### src/rtl/switch_debouncer.sv
// switch_debouncer
//   Conditions four raw slide switches for the PWM generator. Each bit is
//   synchronised through two flops and then debounced on its own. The
//   debounced vector is clamped to MAX_CODE before it drives the PWM
//   duty input.
//
//   Parameters
//     DEBOUNCE_CYCLES : cycles a synchronised bit must differ from its stable
//                       value before the stable value follows it (>= 2)
//     CNT_W           : debounce counter width, 2**CNT_W >= DEBOUNCE_CYCLES
//     MAX_CODE        : highest duty code passed downstream
//
//   Ports
//     clk          : system clock, rising edge
//     rst          : asynchronous active-high reset
//     switch_raw   : asynchronous switch pins
//     sw_stable    : debounced switch vector
//     duty_code    : min(sw_stable, MAX_CODE)
//     change_pulse : one-cycle strobe when sw_stable changes
//     clamped      : high while sw_stable > MAX_CODE

// One lane: synchroniser plus debounce counter for a single switch bit.
module switch_debouncer_bit #(
  parameter int DEBOUNCE_CYCLES = 1_000_000,
  parameter int CNT_W           = 20
) (
  input  logic clk,
  input  logic rst,
  input  logic i_raw,
  output logic o_stable,
  output logic o_upd     // stable value flips on the coming edge
);
  localparam logic [CNT_W-1:0] LP_LAST = CNT_W'(DEBOUNCE_CYCLES - 1);

  logic             r_sync0;
  logic             r_sync1;
  logic             r_stable;
  logic [CNT_W-1:0] r_cnt;
  logic             w_diff;

  assign w_diff   = r_sync1 ^ r_stable;
  assign o_upd    = w_diff & (r_cnt == LP_LAST);
  assign o_stable = r_stable;

  always_ff @(posedge clk or posedge rst) begin
    if (rst) begin
      r_sync0  <= 1'b0;
      r_sync1  <= 1'b0;
      r_stable <= 1'b0;
      r_cnt    <= '0;
    end else begin
      r_sync0 <= i_raw;
      r_sync1 <= r_sync0;
      // Any return to the stable value clears the count, so partial
      // counts never accumulate across bounces.
      if (!w_diff) begin
        r_cnt <= '0;
      end else if (r_cnt == LP_LAST) begin
        r_stable <= r_sync1;
        r_cnt    <= '0;
      end else begin
        r_cnt <= r_cnt + 1'b1;
      end
    end
  end
endmodule

module switch_debouncer #(
  parameter int DEBOUNCE_CYCLES = 1_000_000,
  parameter int CNT_W           = 20,
  parameter int MAX_CODE        = 10
) (
  input  logic       clk,
  input  logic       rst,
  input  logic [3:0] switch_raw,
  output logic [3:0] sw_stable,
  output logic [3:0] duty_code,
  output logic       change_pulse,
  output logic       clamped
);
  localparam int         NUM_LANES = 4;
  localparam logic [3:0] LP_MAX    = 4'(MAX_CODE);

  logic [NUM_LANES-1:0] w_stable;
  logic [NUM_LANES-1:0] w_upd;
  logic                 r_change;
  logic                 w_over;

  for (genvar g = 0; g < NUM_LANES; g++) begin : g_lane
    switch_debouncer_bit #(
      .DEBOUNCE_CYCLES (DEBOUNCE_CYCLES),
      .CNT_W           (CNT_W)
    ) u_bit (
      .clk      (clk),
      .rst      (rst),
      .i_raw    (switch_raw[g]),
      .o_stable (w_stable[g]),
      .o_upd    (w_upd[g])
    );
  end

  // Registered from the lanes' update flags, so the strobe lines up with the
  // cycle in which sw_stable first shows the new value. Several lanes
  // updating on the same edge give a single strobe.
  always_ff @(posedge clk or posedge rst) begin
    if (rst) r_change <= 1'b0;
    else     r_change <= |w_upd;
  end

  assign w_over       = (w_stable > LP_MAX);
  assign sw_stable    = w_stable;
  assign duty_code    = w_over ? LP_MAX : w_stable;
  assign clamped      = w_over;
  assign change_pulse = r_change;
endmodule
### config.mk
export PLATFORM = sky130hd
export DESIGN_NAME = switch_debouncer
export DESIGN_NICKNAME = d
export VERILOG_FILES = /design/src/rtl/switch_debouncer.sv
export SDC_FILE = /design/constraint.sdc
export NUM_CORES = 1
export LEC_CHECK = 0
export BUFFER_PORTS_ARGS = -buffer_cell sky130_fd_sc_hd__clkbuf_2
export CORE_MARGIN = 3
export CORE_UTILIZATION = 56
export DETAILED_ROUTE_END_ITERATION = 8
export GPL_ROUTABILITY_DRIVEN = 0
export GPL_TIMING_DRIVEN = 0
export PLACE_DENSITY = 0.78
export SLEW_MARGIN = 20
export SYNTH_ARGS = -nofsm -noshare
export SYNTH_HDL_FRONTEND = slang
export SYNTH_SLANG_ARGS = --single-unit
### constraint.sdc
create_clock -name clk -period 3.55 [get_ports clk]
set_input_delay 1.065 -clock clk [delete_from_list [all_inputs] [get_ports clk]]
set_output_delay 1.065 -clock clk [all_outputs]
set_load 0.05 [all_outputs]
==> flow_metrics.py <==
metrics = {
    "drt": {
        "drc": 0,
        "via_per_inst": 5.68,
        "ant_nets": 0,
        "drt_iter0_markers": 103,
        "vias": 3382,
        "first_pass_iters": 4,
        "wirelength_um": 8570,
        "wire_per_inst_um": 14.4,
    },
    "clock_network": {
        "cts.sinks": 93,
        "cts_tree": "done",
        "cts_max_path_buffers": 2,
        "cts_inserted_buffers": 9,
        "cts_hold_buf": 0,
        "clkTransAtPathRegs_ps": 90,
        "cts_resized": 0,
        "cts_setup_buffers": 0,
        "cts_root_buffer": "clkbuf_8",
        "clock_latency_ps": 360,
        "htree_levels": 3,
    },
    "timing": {
        "max_freq_ghz": 0.379,
        "finalHoldViolCount": 0,
        "grt_setup_unrepaired": "no",
        "min_period_over_period": 0.743,
        "slew_headroom": 0.615,
        "tightestPinTransition_ps": 573,
        "fin_skew_ps": 8.73,
        "period_needed_ps": 2640,
        "setup-violations-final": 0,
        "drv_slew": 0,
    },
    "floorplanning": {
        "die_area_um2": 9230,
        "die_w_um": 96.1,
        "rows": 32,
        "start_util": 0.582,
        "core_area_um2": 7810,
        "die_h_um": 96.1,
        "io_pins": 16,
    },
    "power": {
        "ir_worst_vdd_uv": 251,
        "p_leak_nw": 2.02,
        "powerDensity_nw_per_um2": 386,
    },
    "critical_path": {
        "cpPeakStageDelay_ps": 460,
        "critPathMaxFanout": 5,
        "critPathSlowestCell": "dfrtp_1",
        "required_ps": 2480,
        "startpoint_type": "flop",
        "critPathArrivalTime_ps": 1570,
        "cp_cell_sequence": "a21oi_1, nor2b_1, or2_2, clkbuf_2",
        "critPathCaptureType": "output pin",
        "worstSetupPathType": "reg -> out",
    },
    "final_layout": {
        "drive_gt1_frac": 0.126,
        "final_cells": 595,
        "antenna_cells": 0,
        "fin_area_um2": 4990,
        "fin_nets": 498,
        "area_delta_synth_final_pct": 9.83,
    },
    "logic_synthesis": {
        "synth_cells": 461,
        "syn-num-nets": 471,
        "syn_avg_cell_area_um2": 9.86,
        "yosysWarnings": 0,
        "synth_ff_type": "dfrtp_1",
        "synth-edff-count": 0,
        "synth_seq_area_share": 0.512,
        "synthDistinctLibCells": 42,
        "netlist_area_um2": 4540,
        "synthArstFlopShare": 1.00,
        "synth-seq-cells": 93,
    },
    "global_routing": {
        "grt_pass1_vias": 3263,
        "grt_util_all_layers": 0.204,
        "grt-ovfl-total": 0,
        "antenna_found_initial": 0,
        "grt_max_degree": 59,
        "grt_pass1_wl_um": 14700,
    },
    "flow_run": {
        "drv_cap": 0,
    },
    "place": {
        "dpl.hpwl_um": 6020,
        "dpl.cell_count": 579,
        "port_buffers": 15,
        "placed_cell_area_um2": 4780,
    },
    "status": {
        "outcome": "complete, no violations",
    },
    "min_path": {
        "hp-class": "reg -> reg",
    },
}
cells in the mapped netlist, types with 5 or more instances:
cell	count	area share
o21ai_0	9	0.0099
buf_4	6	0.0099
nand2_1	27	0.022
or3_1	7	0.0096
dfrtp_1	93	0.51
a21oi_1	18	0.020
nor2_1	71	0.059
o31ai_1	8	0.013
inv_1	18	0.015
xnor2_1	41	0.079
nor3_1	13	0.014
buf_2	5	0.0055
nor4_1	18	0.025
or4_1	11	0.018
nand3_1	27	0.030
nand4_1	21	0.029
xor2_1	18	0.035
critical path: cells and delay by family, from the launching register on:
family,cells,cell delay [ps]
AOI/OAI and AO/OA,1,170
buffers and inverters,1,240
and+or+nand+nor,2,350
DFF,1,460
state kept, by name (all words and copies together) (netlist names):
register and count:
g_lane.u_bit.o_stable 4, g_lane.u_bit.r_cnt 80, g_lane.u_bit.r_sync1 4, change_pulse 1, g_lane.u_bit.r_sync0 4
routing by layer:
| metal | wire length [um] | vias to the layer above | track usage |
|---|---|---|---|
| li1 | - | 1663 | - |
| met2 | 4340 | 44 | 0.330 |
| met1 | 3940 | 1671 | 0.266 |
| met5 | 0 | - | 0 |
| met3 | 240 | 4 | 0.0547 |
| met4 | 48 | 0 | 0.0687 |
cells by family after synthesis:
family                     synth area share
muxes                               0.00496
DFF                                   0.512
xor gates and xnor gates              0.114
adders and majority gates            0.0110
AOI/OAI and AO/OA                    0.0542
buffers and inverters                0.0355
and+or+nand+nor                       0.268
worst paths after layout:
kind / startpoint / endpoint / slack (ps) / cells after the start
setup reg to reg: g_lane[0].u_bit.r_cnt[0] / g_lane[0].u_bit.r_cnt[10] / 1380 / 6
hold reg to reg: g_lane[0].u_bit.r_sync0 / g_lane[0].u_bit.r_sync1 / 350 / 0
max in group asynchronous: rst / g_lane[0].u_bit.r_cnt[1] / 2220 / 3
min in group asynchronous: rst / g_lane[1].u_bit.r_sync0 / 710 / 2
hold / removal: g_lane[0].u_bit.r_sync0 / g_lane[0].u_bit.r_sync1 / 350 / 0
setup / recovery: g_lane[0].u_bit.o_stable / duty_code[1] / 910 / 4
layout by cell type, fill, tap and decap left out, types with 3 or more instances in the layout:
cell type,instances
nor3_1,13
clkbuf_2,16
nand4_1,21
ha_1,4
o31ai_1,8
o21ai_0,9
nand2_1,27
a21oi_1,18
nor4_1,18
nor2_1,71
dfrtp_1,93
and4_1,3
and2_1,4
buf_4,6
or4_4,3
clkbuf_8,9
nand3b_1,3
nand3_1,27
nor2b_1,3
or2_2,3
and3_1,3
or3_1,7
or4_1,11
buf_2,5
clkbuf_1,3
inv_1,17
xor2_1,18
xnor2_1,41
power breakdown:
group,internal [W],switching [W]
Sequential,0.00107,0.0000160
Combinational,0.0000227,0.0000487
Clock,0.000397,0.000369
Total,0.00149,0.000434
metrics by stage:
stage / power [W] / hold WS, ps / TNS [ps] / util / setup slack (ps)
detailed placement: 0.00118 / 341 / 0 / 0.612 / 1310
global route: 0.00201 / 369 / 0 / 0.639 / 815
floorplan: 0.00116 / 331 / 0 / - / 64.7
CTS: 0.00195 / 363 / 0 / 0.639 / 896
global placement: 0.00118 / 334 / -84080 / 0.608 / -910
finish: 0.00193 / 354 / 0 / 0.639 / 911
layout make-up:
type / count / area, um2
Inverter: 18 / 70.1
Tap cell: 102 / 128
Sequential cell: 93 / 2330
Buffer: 15 / 93.8
Fill cell: 647 / 2820
Clock buffer: 10 / 128
Timing Repair Buffer: 16 / 103
Clock inverter: 6 / 86.3
Multi-Input combinational cell: 335 / 2060
Power figures use the tool's default switching activity.
